`src/rtl/load_align_pkg.sv`:
```
// Shared types, sizes and decode helpers for the load alignment unit.
package load_align_pkg;

    localparam int unsigned WORD_BYTES = 4;
    localparam int unsigned ADDR_W     = 32;
    localparam int unsigned DATA_W     = 32;

    typedef enum logic [2:0] {
        LB  = 3'b000,
        LH  = 3'b001,
        LW  = 3'b010,
        LBU = 3'b100,
        LHU = 3'b101
    } ld_funct3_e;

    typedef enum logic [2:0] {
        IDLE = 3'd0,
        RD0  = 3'd1,
        W0   = 3'd2,
        RD1  = 3'd3,
        W1   = 3'd4,
        DONE = 3'd5
    } state_e;

    function automatic logic is_legal_funct3(input logic [2:0] f3);
        case (f3)
            LB, LH, LW, LBU, LHU: return 1'b1;
            default:              return 1'b0;
        endcase
    endfunction

    // A load needs a second word when its last byte lands past the first word.
    function automatic logic is_split(input logic [2:0] f3, input logic [1:0] off);
        return ((f3 == LH || f3 == LHU) && off == 2'd3) || (f3 == LW && off != 2'd0);
    endfunction

endpackage

```
`src/rtl/load_extract.sv`:
```
// Realigns a byte/halfword/word from a two-word window and sign/zero-extends it.
module load_extract
    import load_align_pkg::*;
(
    input  logic [DATA_W-1:0] lo,
    input  logic [DATA_W-1:0] hi,
    input  logic [1:0]        off,
    input  logic [2:0]        funct3,
    output logic [DATA_W-1:0] data
);

    logic [DATA_W-1:0] r;

    always_comb begin
        r    = DATA_W'({hi, lo} >> {off, 3'b000});
        data = '0;
        case (funct3)
            LB:      data = {{24{r[7]}}, r[7:0]};
            LBU:     data = {24'd0, r[7:0]};
            LH:      data = {{16{r[15]}}, r[15:0]};
            LHU:     data = {16'd0, r[15:0]};
            LW:      data = r;
            default: data = '0;
        endcase
    end

endmodule

```
`src/rtl/load_align_unit.sv`:
```
// Splits a byte-addressed load into one or two word reads and returns the aligned, extended result.
module load_align_unit
    import load_align_pkg::*;
(
    input  logic              clk,
    input  logic              rst,
    input  logic              ld_req_valid,
    output logic              ld_req_ready,
    input  logic [ADDR_W-1:0] ld_addr,
    input  logic [2:0]        ld_funct3,
    output logic              mem_req_valid,
    input  logic              mem_req_ready,
    output logic [ADDR_W-1:0] mem_req_addr,
    input  logic              mem_rsp_valid,
    input  logic [DATA_W-1:0] mem_rsp_data,
    output logic              ld_rsp_valid,
    output logic [DATA_W-1:0] ld_rsp_data,
    output logic              ld_rsp_err
);

    state_e            state;
    logic [ADDR_W-1:0] addr_q;
    logic [2:0]        funct3_q;
    logic              split_q;
    logic [DATA_W-1:0] lo_q;
    logic [DATA_W-1:0] hi_q;

    logic [ADDR_W-1:0] word_addr;
    logic [DATA_W-1:0] ext_lo;
    logic [DATA_W-1:0] ext_hi;
    logic [DATA_W-1:0] ext_data;

    assign word_addr = {addr_q[ADDR_W-1:2], 2'b00};

    // Feed the extractor with the word arriving this cycle so the result registers on entry to DONE.
    assign ext_lo = (state == W0) ? mem_rsp_data : lo_q;
    assign ext_hi = (state == W1) ? mem_rsp_data : hi_q;

    load_extract u_extract (
        .lo     (ext_lo),
        .hi     (ext_hi),
        .off    (addr_q[1:0]),
        .funct3 (funct3_q),
        .data   (ext_data)
    );

    always_ff @(posedge clk) begin
        if (rst) begin
            state         <= IDLE;
            addr_q        <= '0;
            funct3_q      <= '0;
            split_q       <= 1'b0;
            lo_q          <= '0;
            hi_q          <= '0;
            ld_req_ready  <= 1'b1;
            mem_req_valid <= 1'b0;
            mem_req_addr  <= '0;
            ld_rsp_valid  <= 1'b0;
            ld_rsp_data   <= '0;
            ld_rsp_err    <= 1'b0;
        end else begin
            ld_rsp_valid <= 1'b0;
            case (state)
                IDLE: begin
                    if (ld_req_valid) begin
                        addr_q       <= ld_addr;
                        funct3_q     <= ld_funct3;
                        split_q      <= is_split(ld_funct3, ld_addr[1:0]);
                        hi_q         <= '0;
                        ld_req_ready <= 1'b0;
                        if (is_legal_funct3(ld_funct3)) begin
                            state         <= RD0;
                            mem_req_valid <= 1'b1;
                            mem_req_addr  <= {ld_addr[ADDR_W-1:2], 2'b00};
                        end else begin
                            // Illegal code: report straight away without touching memory.
                            state        <= DONE;
                            ld_rsp_valid <= 1'b1;
                            ld_rsp_err   <= 1'b1;
                            ld_rsp_data  <= '0;
                        end
                    end
                end
                RD0: begin
                    if (mem_req_ready) begin
                        mem_req_valid <= 1'b0;
                        state         <= W0;
                    end
                end
                W0: begin
                    if (mem_rsp_valid) begin
                        lo_q <= mem_rsp_data;
                        if (split_q) begin
                            state         <= RD1;
                            mem_req_valid <= 1'b1;
                            mem_req_addr  <= word_addr + ADDR_W'(WORD_BYTES);
                        end else begin
                            state        <= DONE;
                            ld_rsp_valid <= 1'b1;
                            ld_rsp_err   <= 1'b0;
                            ld_rsp_data  <= ext_data;
                        end
                    end
                end
                RD1: begin
                    if (mem_req_ready) begin
                        mem_req_valid <= 1'b0;
                        state         <= W1;
                    end
                end
                W1: begin
                    if (mem_rsp_valid) begin
                        hi_q         <= mem_rsp_data;
                        state        <= DONE;
                        ld_rsp_valid <= 1'b1;
                        ld_rsp_err   <= 1'b0;
                        ld_rsp_data  <= ext_data;
                    end
                end
                DONE: begin
                    state        <= IDLE;
                    ld_req_ready <= 1'b1;
                end
                default: begin
                    state         <= IDLE;
                    ld_req_ready  <= 1'b1;
                    mem_req_valid <= 1'b0;
                end
            endcase
        end
    end

endmodule
```
`config.mk`:
```
export PLATFORM = sky130hd
export DESIGN_NAME = load_align_unit
export DESIGN_NICKNAME = d
export VERILOG_FILES = /design/src/rtl/load_align_pkg.sv /design/src/rtl/load_extract.sv /design/src/rtl/load_align_unit.sv
export SDC_FILE = /design/constraint.sdc
export NUM_CORES = 1
export LEC_CHECK = 0
export ABC_CLOCK_PERIOD_IN_PS = 4800
export CAP_MARGIN = 20
export CORE_AREA = 2 2 159 161
export DETAILED_ROUTE_END_ITERATION = 16
export DIE_AREA = 0 0 161 163
export DONT_BUFFER_PORTS = 1
export GPL_TIMING_DRIVEN = 1
export PLACE_DENSITY = 0.48
export SETUP_SLACK_MARGIN = 0.4
export SLEW_MARGIN = 20
export SYNTH_ARGS = -nofsm -noshare
export SYNTH_HDL_FRONTEND = slang
export SYNTH_SLANG_ARGS = --single-unit
```
`constraint.sdc`:
```
create_clock -name clk -period 4.8 [get_ports clk]
set_input_delay 1.44 -clock clk [delete_from_list [all_inputs] [get_ports clk]]
set_output_delay 1.44 -clock clk [all_outputs]
set_load 0.01 [all_outputs]
```
==> run summary, run 1 <==
outcome -> complete, no violations
crit end category -> register
Vias per Instance -> 5.49
Die ar. -> 26200 um^2
largest net degree at the start of global routing -> 163
slew margin rel. -> 37.5%
clock share of power -> 41.8%
Hold Crit Class -> register to register
via count of the first global-routing pass -> 6535
grt total ovfl -> 0
total number of vias -> 7032
Iter 0 DRT Violations -> 600
crit-path cells -> nor3b_4 -> buf_4 -> a21oi_1 -> a221o_1 -> and3_1 -> a311oi_1
Post-route DRC -> 0
Final min period -> 3050 ps
Buffers on Ports -> 0
Req. time, crit path -> 5130 ps
Final Setup Violations -> 0
post-CTS setup buffer count -> 0
Synth Flop Type -> dfxtp_1
WHS Endpoint -> hi_q[11]
Post-Route Skew -> 12.1 ps
Synth warnings -> 0
Num CTS Buffers -> 17
clock slew at reported path FFs -> 60 ps
die width -> 161 um
net load switching power -> 957 uW
largest fanout on the critical path -> 29
Pre-Repair DR Iteration Count -> 6
CP Buf/Inv Count -> 1
Hold Buf Count CTS -> 0
Worst Max-Slew Pin Slew -> 937 ps
initial antenna violation count -> 0
CTS H-tree depth -> 4
Worst R2R Start -> state[1]
Ports -> 140
worst skew pair latency -> 420 ps
DRT antenna net count -> 0
Fin. Hold Viols -> 0
HPWL after detailed placement -> 16600 um
clk buf depth -> 2
drt total wl -> 25200 um
fmax -> 0.328 GHz
global-route wire length before repair -> 39100 um
Leakage -> 0.00288 uW
total track usage -> 19.0%
Worst path slowest cell -> dfxtp_1
share of cells above drive strength 1 -> 7.67%
ANT cells -> 0
Final Cell Area -> 9100 um^2
Syn Inst Count -> 1002
setup TNS -> 0 ps
Reg2Reg Depth -> 6
min-delay src -> hi_q[11]
Max Slew Vio Count -> 0
Worst Setup Start Kind -> register
Max Cap Viol -> 0
Crit Path Category -> register to register
CP max stage delay -> 710 ps
Post-synth ARST share -> 0%
sequential power share -> 44.7%
Seq/Total Area, Yosys -> 38.2%
Post-Synthesis Mean Instance Area -> 8.42 um^2
RR Endpoint -> ld_rsp_data[31]
GPL Wtd Cong -> 0.789
number of flops mapped to enable cells by yosys -> 0
Die Span Y -> 163 um
synth unique cells -> 60
DR WL/cell -> 19.6 um
crit path DAT -> 3380 ps
reg2reg setup slack -> 1750 ps
Final nets -> 1012
RSZ-0062 raised after global routing -> false
post-synthesis register bit count -> 161
synthesized cell area -> 8430 um^2
Cell Pwr Density -> 364 nW/um^2
Max VDD drop -> 0.000206 V
Core Util, Final -> 36.9%
CTS Root Cell -> clkbuf_16
# rows -> 58
area grow syn2layout -> 7.97%
combinational share of power -> 13.5%
Core Region -> 24700 um^2
DP Area -> 8510 um^2
Initial Util -> 34.2%
Hold Path Depth -> 2
Post-CTS Resized -> 0
CTS tree -> built
Num Clock Sinks -> 161
Period Utilization, post-route -> 63.6%
internal power -> 2360 uW
delay-heaviest family, CP -> simple AND/OR/NAND/NOR gates
switching share of power -> 28.9%
## synth_stat cells, types with 8 or more instances
| cell | n | area share [%] |
|---|---|---|
| nor2_1 | 33 | 1.5 |
| a211oi_2 | 10 | 1.5 |
| or3_1 | 8 | 0.59 |
| mux4_2 | 10 | 2.7 |
| nand2_1 | 198 | 8.8 |
| buf_2 | 14 | 0.83 |
| a211oi_1 | 8 | 0.71 |
| nand3b_1 | 12 | 1.1 |
| nor3_1 | 20 | 1.2 |
| a222oi_1 | 15 | 1.8 |
| xor2_1 | 10 | 1.0 |
| and3_1 | 10 | 0.74 |
| o21ai_0 | 10 | 0.59 |
| xnor2_1 | 11 | 1.1 |
| o211ai_1 | 9 | 0.80 |
| a211o_1 | 11 | 1.1 |
| nand3_1 | 41 | 2.4 |
| a21oi_1 | 133 | 7.9 |
| mux2i_1 | 99 | 12 |
| buf_4 | 8 | 0.71 |
| clkbuf_1 | 62 | 2.8 |
| dfxtp_1 | 161 | 38 |
## area by class of cell
| type | count | area (um^2) |
|---|---|---|
| Clock inverter | 11 | 130 |
| Clock buffer | 21 | 460 |
| Sequential cell | 161 | 3220 |
| Tap cell | 330 | 413 |
| Inverter | 8 | 30.0 |
| Fill cell | 2600 | 15600 |
| Multi-Input combinational cell | 740 | 4770 |
| Timing Repair Buffer | 11 | 82.6 |
## per-layer routing
layer | vias to the layer above | track usage, % | part of all wire [%]
met5 | - | 0 | 0
met4 | 0 | 4.10 | 1.1
met3 | 14 | 5.73 | 7.5
met2 | 191 | 26.6 | 41
met1 | 3338 | 28.4 | 50
li1 | 3489 | - | -
## cells by family (layout without fill, tap and decap cells)
family | count (synthesis) | count (layout) | share of synthesized area (%)
other | 1 | 2 | 0.0445
multiplexers | 111 | 111 | 14.8
XOR/XNOR | 21 | 21 | 2.18
buffers and inverters | 102 | 51 | 5.55
adder cells (fa/ha/maj) | 1 | 1 | 0.148
flip-flops | 161 | 161 | 38.2
AO/OA/AOI/OAI | 248 | 248 | 19.5
AND/OR/NAND/NOR | 357 | 357 | 19.6
## flip-flops by register name, summed over array words and instances (netlist names)
signal         flops
ld_rsp_data       32
ld_req_ready       1
funct3_q           3
addr_q            32
split_q            1
hi_q              24
mem_req_valid      1
mem_req_addr      30
state              3
ld_rsp_valid       1
ld_rsp_err         1
lo_q              32
## how the worst max path moves through the flow
stage	startpoint	to	slack, ps	depth (start not counted)
floorplan	mem_rsp_valid	mem_req_addr[14]	1820	9
global placement	ld_funct3[0]	mem_req_addr[31]	1300	5
detailed placement	ld_funct3[0]	mem_req_addr[31]	1280	5
CTS	ld_funct3[0]	mem_req_addr[31]	1720	5
global route	ld_funct3[0]	mem_req_addr[30]	1580	5
finish	state[1]	ld_rsp_data[31]	1750	6
## per-stage QoR
| stage | hold slack, ps | power (uW) | setup slack, ps | instances |
|---|---|---|---|---|
| 2_1_floorplan | 429 | 1870 | 1820 | 1003 |
| 3_3_place_gp | 433 | 1960 | 1300 | 1250 |
| 3_5_place_dp | 438 | 1960 | 1280 | 1250 |
| 4_1_cts | 446 | 3360 | 1720 | 1282 |
| 5_1_grt | 464 | 3460 | 1580 | 1282 |
| 6_report | 450 | 3320 | 1750 | 1282 |
## worst register-to-register path, stage by stage, from the launching register on
cell and delay (ps):
dfxtp_1 710, nor3b_4 420, buf_4 530, a21oi_1 180
a221o_1 320, and3_1 480, a311oi_1 340
## placed cells by master (no fill, tap or decap), types with 6 or more instances in the layout
cell type / synthesis / final
nor3_1: 20 / 19
dfxtp_1: 161 / 161
buf_4: 8 / 11
or3_1: 8 / 7
a211o_1: 11 / 11
and3_1: 10 / 10
o41ai_1: 6 / 6
a211oi_1: 8 / 8
mux4_2: 10 / 10
a22o_1: 7 / 7
nand2_1: 198 / 198
mux2i_1: 99 / 99
nand4b_1: 6 / 6
and4_1: 6 / 6
nand3b_1: 12 / 12
xnor2_1: 11 / 11
o22ai_1: 7 / 7
xor2_1: 10 / 10
a222oi_1: 15 / 15
o2bb2ai_1: 7 / 7
nor2_1: 33 / 32
a211oi_2: 10 / 10
nand3_1: 41 / 41
a21oi_1: 133 / 133
o211ai_1: 9 / 9
clkbuf_16: 0 / 17
inv_1: 6 / 6
o21ai_0: 10 / 10
## power by group through the flow
stage | Clock (uW) | Combinational [uW] | Sequential, uW
detailed placement | 0 | 448 | 1510
global route | 1470 | 494 | 1490
CTS | 1420 | 450 | 1480
global placement | 0 | 445 | 1510
finish | 1390 | 446 | 1480
floorplan | 0 | 385 | 1480
No activity file was read; power rests on OpenSTA's default activity.
==> run 2: changes to the inputs <==
--- a/config.mk
+++ b/config.mk
@@ -5,14 +5,14 @@
 export SDC_FILE = /design/constraint.sdc
 export NUM_CORES = 1
 export LEC_CHECK = 0
-export ABC_CLOCK_PERIOD_IN_PS = 4800
+export ABC_CLOCK_PERIOD_IN_PS = 2500
 export CAP_MARGIN = 20
 export CORE_AREA = 2 2 159 161
 export DETAILED_ROUTE_END_ITERATION = 16
 export DIE_AREA = 0 0 161 163
 export DONT_BUFFER_PORTS = 1
 export GPL_TIMING_DRIVEN = 1
-export PLACE_DENSITY = 0.48
+export PLACE_DENSITY = 0.5
 export SETUP_SLACK_MARGIN = 0.4
 export SLEW_MARGIN = 20
 export SYNTH_ARGS = -nofsm -noshare
==> constraint.sdc (replaced) <==
create_clock -name clk -period 2.5 [get_ports clk]
set_input_delay 0.75 -clock clk [delete_from_list [all_inputs] [get_ports clk]]
set_output_delay 0.75 -clock clk [all_outputs]
set_load 0.01 [all_outputs]
==> run 2 against run 1 <==
Net effect: non-clock buffer count up 41; sequential power grew 92%; power is 100% higher; setup slack got worse by 1300 ps; utilization grew 2.7 points; maximum frequency is 46% higher; worst hold slack lost 32 ps; final cell count is 3.2% higher; clock power up 110%; cell area rose by 7.3%; critical path depth unchanged; die area unchanged; critical endpoint is now ld_rsp_data[9]; largest cell class unchanged; highest routed layer unchanged.
==> run summary, run 2 (synthesis gave the netlist of run 1 again) <==
sequential power share -> 42.1% (-2.6 points)
ANT cells -> 0 (unchanged)
share of cells above drive strength 1 -> 14.5% (+6.8 points)
via count of the first global-routing pass -> 6688 (+2.3%)
RR Endpoint -> ld_rsp_data[9]
CTS H-tree depth -> 4 (unchanged)
Max Cap Viol -> 0 (unchanged)
drt total wl -> 27000 um (+7.1%)
Cell Pwr Density -> 690 nW/um^2 (+89%)
Pre-Repair DR Iteration Count -> 6 (unchanged)
clock share of power -> 42.8% (+1.0 points)
WHS Endpoint -> ld_rsp_data[7]
clock slew at reported path FFs -> 70 ps (about the same)
Die ar. -> 26200 um^2 (unchanged)
Period Utilization, post-route -> 83.7% (+20 points)
global-route wire length before repair -> 40700 um (+4.2%)
total track usage -> 19.9% (+0.88 points)
Die Span Y -> 163 um (unchanged)
Req. time, crit path -> 2820 ps (-2310 ps)
Post-Route Skew -> 14.8 ps (+2.67 ps)
initial antenna violation count -> 0 (unchanged)
reg2reg setup slack -> 410 ps (-1340 ps)
Hold Crit Class -> primary input to register
setup TNS -> 0 ps (unchanged)
DP Area -> 8820 um^2 (+3.6%)
largest fanout on the critical path -> 6 (-79%)
delay-heaviest family, CP -> multiplexers
Hold Buf Count CTS -> 0 (unchanged)
Fin. Hold Viols -> 0 (unchanged)
CTS tree -> built
Core Region -> 24700 um^2 (unchanged)
Num Clock Sinks -> 161 (unchanged)
switching share of power -> 28.4% (-0.50 points)
fmax -> 0.478 GHz (+46%)
HPWL after detailed placement -> 18400 um (+10%)
grt total ovfl -> 0 (unchanged)
largest net degree at the start of global routing -> 163 (unchanged)
DRT antenna net count -> 0 (unchanged)
Buffers on Ports -> 0 (unchanged)
die width -> 161 um (unchanged)
Worst path slowest cell -> mux4_2
# rows -> 58 (unchanged)
Reg2Reg Depth -> 6 (unchanged)
RSZ-0062 raised after global routing -> true
largest registers -> addr_q: 32 flops, ld_rsp_data: 32 flops, lo_q: 32 flops
GPL Wtd Cong -> 0.806 (+2.2%)
crit path DAT -> 2410 ps (-970 ps)
outcome -> complete, no violations
Worst Setup Start Kind -> register
most frequent cells in the layout -> nand2_1, dfxtp_1, a21oi_1, mux2i_1, nand3_1
Final min period -> 2090 ps (-962 ps)
min-delay src -> rst
CP max stage delay -> 600 ps (-110 ps)
clk buf depth -> 2 (unchanged)
DR WL/cell -> 20.4 um (+3.7%)
most common cell after layout, fill and taps aside -> nand2_1
Worst Max-Slew Pin Slew -> 769 ps (-168 ps)
internal power -> 4830 uW (+100%)
CTS Root Cell -> clkbuf_16
total number of vias -> 7287 (+3.6%)
Post-route DRC -> 0 (unchanged)
Worst R2R Start -> state[1]
Initial Util -> 34.2% (unchanged)
Final nets -> 1054 (+4.2%)
slew margin rel. -> 47.3% (+9.7 points)
Leakage -> 0.00321 uW (+11%)
Crit Path Category -> register to register
Max VDD drop -> 0.000404 V (+96%)
Final Setup Violations -> 0 (unchanged)
worst skew pair latency -> 430 ps (about the same)
Num CTS Buffers -> 17 (unchanged)
Max Slew Vio Count -> 0 (unchanged)
net load switching power -> 1910 uW (+100%)
Iter 0 DRT Violations -> 515 (-14%)
area grow syn2layout -> 15.9%
Ports -> 140 (unchanged)
Vias per Instance -> 5.51 (+0.41%)
CP Buf/Inv Count -> 1 (unchanged)
Hold Path Depth -> 1 (-1)
crit-path cells -> nor3b_4 -> buf_6 -> mux4_2 -> mux2i_4 -> o22ai_1 -> a22o_1
Final Cell Area -> 9770 um^2 (+7.3%)
combinational share of power -> 15.1% (+1.6 points)
crit end category -> register
## run 2: routing by layer
metal / track usage (%) / part of all wire (%)
met4: 5.56 / 1.9
met2: 31.5 / 46
met1: 26.3 / 44
met3: 6.04 / 7.5
met5: 0 / 0
## run 2: stage by stage
step	cells	power (uW)	utilization (%)	hold slack (ps)	setup slack, ps
finish	1323	6740	39.6	418	409
global route	1323	7000	39.6	394	326
CTS	1315	6740	38.6	391	412
detailed placement	1280	3830	35.7	441	90.4
global placement	1280	3820	35.7	433	159
floorplan	1003	3590	-	429	405
## run 2: cell type report
| cell class | instances | area, um^2 |
|---|---|---|
| Fill cell | 2494 | 14900 |
| Multi-Input combinational cell | 741 | 4910 |
| Sequential cell | 161 | 3230 |
| Timing Repair Buffer | 52 | 553 |
| Clock buffer | 18 | 439 |
| Tap cell | 330 | 413 |
| Clock inverter | 13 | 199 |
| Inverter | 8 | 30.0 |
## run 2: worst max path at each step
stage	start	slack [ps]	cells past startpoint	end
after floorplan	mem_rsp_valid	410	8	mem_req_addr[19]
after global placement	ld_funct3[0]	160	6	mem_req_addr[9]
after detailed placement	ld_funct3[0]	90	5	mem_req_addr[17]
after CTS	state[2]	410	8	ld_rsp_data[1]
after global routing	state[1]	330	6	ld_rsp_data[10]
final	state[1]	410	6	ld_rsp_data[9]
## run 2: power groups by stage
stage | Combinational (uW) | Sequential [uW] | Clock (uW)
after global placement | 927 | 2890 | 0
after detailed placement | 934 | 2890 | 0
after global routing | 1110 | 2850 | 3040
after floorplan | 747 | 2850 | 0
final | 1020 | 2840 | 2890
after CTS | 962 | 2830 | 2940
## run 2: timing repair
action / CTS / global route
pin swaps: 1 / 9
hold endpoints to repair: 0 / 0
gates cloned: 1 / 3
setup endpoints to repair: 34 / 77
setup buffers: 3 / 5
resized for setup: 6 / 34
==> run 3: changes to the inputs <==
--- a/config.mk
+++ b/config.mk
@@ -5,14 +5,14 @@
 export SDC_FILE = /design/constraint.sdc
 export NUM_CORES = 1
 export LEC_CHECK = 0
-export ABC_CLOCK_PERIOD_IN_PS = 2500
+export ABC_CLOCK_PERIOD_IN_PS = 2100
 export CAP_MARGIN = 20
 export CORE_AREA = 2 2 159 161
 export DETAILED_ROUTE_END_ITERATION = 16
 export DIE_AREA = 0 0 161 163
 export DONT_BUFFER_PORTS = 1
 export GPL_TIMING_DRIVEN = 1
-export PLACE_DENSITY = 0.5
+export PLACE_DENSITY = 0.48
 export SETUP_SLACK_MARGIN = 0.4
 export SLEW_MARGIN = 20
 export SYNTH_ARGS = -nofsm -noshare
==> constraint.sdc (replaced) <==
create_clock -name clk -period 2.1 [get_ports clk]
set_input_delay 0.63 -clock clk [delete_from_list [all_inputs] [get_ports clk]]
set_output_delay 0.63 -clock clk [all_outputs]
set_load 0.01 [all_outputs]
==> run 3 against run 2 <==
Net effect: sequential cell count unchanged; register-to-register slack worse by 400 ps; cell area up 29%; largest power group is now sequential cells; clock power up 4%; sequential power up 19%; highest routed layer unchanged; setup slack worse by 400 ps; power up 28%; critical path depth up 1; die area unchanged; clock-buffer cell count unchanged; utilization up 12 points.
==> run summary, run 3 (synthesis gave the netlist of run 1 again) <==
Die Span Y -> 163 um (unchanged)
clk buf depth -> 2 (unchanged)
ANT cells -> 0 (unchanged)
Fin. Hold Viols -> 0 (unchanged)
DRT antenna net count -> 0 (unchanged)
Pre-Repair DR Iteration Count -> 6 (unchanged)
Period Utilization, post-route -> 99.7% (+16 points)
layout filler cell count -> 2249 (-9.8%)
CTS tree -> built
DR WL/cell -> 21.3 um (+4.4%)
crit end category -> register
drt total wl -> 30600 um (+14%)
Worst Setup Start Kind -> register
largest net degree at the start of global routing -> 164 (+0.61%)
Final Setup Violations -> 0 (unchanged)
most common cell after layout, fill and taps aside -> dfxtp_1
Core Util, Final -> 51.1% (+12 points)
Initial Util -> 34.2% (unchanged)
fmax -> 0.478 GHz (-0.11%)
total track usage -> 20.8% (+0.92 points)
multi-input logic area -> 6300 um^2 (+28%)
Ports -> 140 (unchanged)
Sequential Area -> 3240 um^2 (+0.19%)
CTS H-tree depth -> 4 (unchanged)
outcome -> complete, no violations
RSZ-0062 raised after global routing -> true
Max Cap Viol -> 0 (unchanged)
global-route wire length before repair -> 43100 um (+5.9%)
Core Region -> 24700 um^2 (unchanged)
area grow syn2layout -> 49.6%
clock slew at reported path FFs -> 70 ps (about the same)
initial antenna violation count -> 0 (unchanged)
Cell Pwr Density -> 682 nW/um^2 (-1.1%)
Final min period -> 2090 ps (+2.27 ps)
Num Clock Sinks -> 161 (unchanged)
Iter 0 DRT Violations -> 654 (+27%)
crit path DAT -> 2400 ps (about the same)
via count of the first global-routing pass -> 7333 (+9.6%)
CTS Root Cell -> clkbuf_16
Post-Route Skew -> 15.7 ps (+0.924 ps)
worst skew pair latency -> 430 ps (about the same)
non-filler cells, final -> 1438 (+8.7%)
Max VDD drop -> 0.000452 V (+12%)
Num CTS Buffers -> 17 (unchanged)
Die ar. -> 26200 um^2 (unchanged)
Leakage -> 0.00452 uW (+41%)
largest fanout on the critical path -> 9 (+3)
GPL Wtd Cong -> 0.783 (-2.9%)
Placed Cells -> 1332 (+4.1%)
CP max stage delay -> 560 ps (-40 ps)
most frequent cells in the layout -> dfxtp_1, nand2_1, a21oi_2, buf_4, mux2i_1
Hold Crit Class -> primary input to register
total number of vias -> 8022 (+10%)
Worst path slowest cell -> mux4_2
Crit Path Category -> register to register
largest registers -> addr_q: 32 flops, ld_rsp_data: 32 flops, lo_q: 32 flops
Max Slew Vio Count -> 0 (unchanged)
HPWL after detailed placement -> 18900 um (+3.1%)
Hold Buf Count CTS -> 0 (unchanged)
Post-route DRC -> 0 (unchanged)
Vias per Instance -> 5.58 (+1.3%)
crit-path cells -> nor3b_4 -> buf_6 -> mux4_2 -> mux2i_4 -> buf_12 -> nor3_1 -> a211o_1
die width -> 161 um (unchanged)
share of cells above drive strength 1 -> 45.1% (+31 points)
# rows -> 58 (unchanged)
grt total ovfl -> 0 (unchanged)
Buffers on Ports -> 0 (unchanged)
Req. time, crit path -> 2410 ps (-410 ps)
Final nets -> 1168 (+11%)
setup TNS -> 0 ps (unchanged)
run 3: cell types whose count changed in the layout (fill, tap and decap cells not counted), sizes merged, moves of 3 or more:
cell,before,now
bufinv,4,0
buf,49,156
clkinvlp,1,4
clkbuf,20,28
run 3: critical path, delay by kind of cell (launching register included):
family | cells | cell delay (ps)
AOI/OAI and AO/OA | 1 | 220
muxes | 2 | 770
and+or+nand+nor | 2 | 330
DFF | 1 | 360
buffers and inverters | 2 | 290
run 3: metal layers:
| layer | up-vias | global-route usage, % | part of all wire (%) |
|---|---|---|---|
| li1 | 3825 | - | - |
| met1 | 3961 | 27.1 | 43 |
| met2 | 196 | 33.6 | 48 |
| met3 | 40 | 5.86 | 6.3 |
| met4 | 0 | 6.33 | 2.5 |
| met5 | - | 0 | 0 |
run 3: power by group:
| group | switching, uW | total [uW] | internal [uW] |
|---|---|---|---|
| clock | 1440 | 3020 | 1590 |
| sequential | 191 | 3390 | 3200 |
| combinational | 1070 | 2180 | 1110 |
| total | 2710 | 8600 | 5900 |
run 3: layout make-up:
| class | instances | area share, % |
|---|---|---|
| clock inverters | 14 | 0.942 |
| well taps | 330 | 3.27 |
| clock buffers | 18 | 3.48 |
| multi-input cells | 741 | 49.9 |
| flip-flops and latches | 161 | 25.7 |
| inverters | 8 | 0.337 |
| repair buffers | 166 | 16.4 |
run 3: final timing paths:
| check | startpoint | end | slack, ps | depth (start not counted) |
|---|---|---|---|---|
| setup / recovery | state[2] | ld_rsp_data[15] | 6 | 7 |
| hold / removal | mem_rsp_data[21] | lo_q[21] | 320 | 2 |
| setup reg to reg | state[2] | ld_rsp_data[15] | 6 | 7 |
| hold reg to reg | lo_q[24] | lo_q[24] | 460 | 2 |
run 3: through the flow:
stage               cell area, um^2  worst slack (ps)  total power [uW]  hold slack (ps)
floorplan                      8590              74.4              4320              429
global placement               9330             -58.3              4700              433
detailed placement             9330             -81.2              4710              442
CTS                           10800              69.2              8040              270
global route                  12600             -48.7              8930              292
finish                        12600              6.25              8600              315
run 3: timing repair:
item / in CTS / in global routing
pin swaps: 21 / 152
endpoints found under the setup margin: 97 / 156
resized for setup: 106 / 332
cloned: 10 / 14
setup buffers: 30 / 20
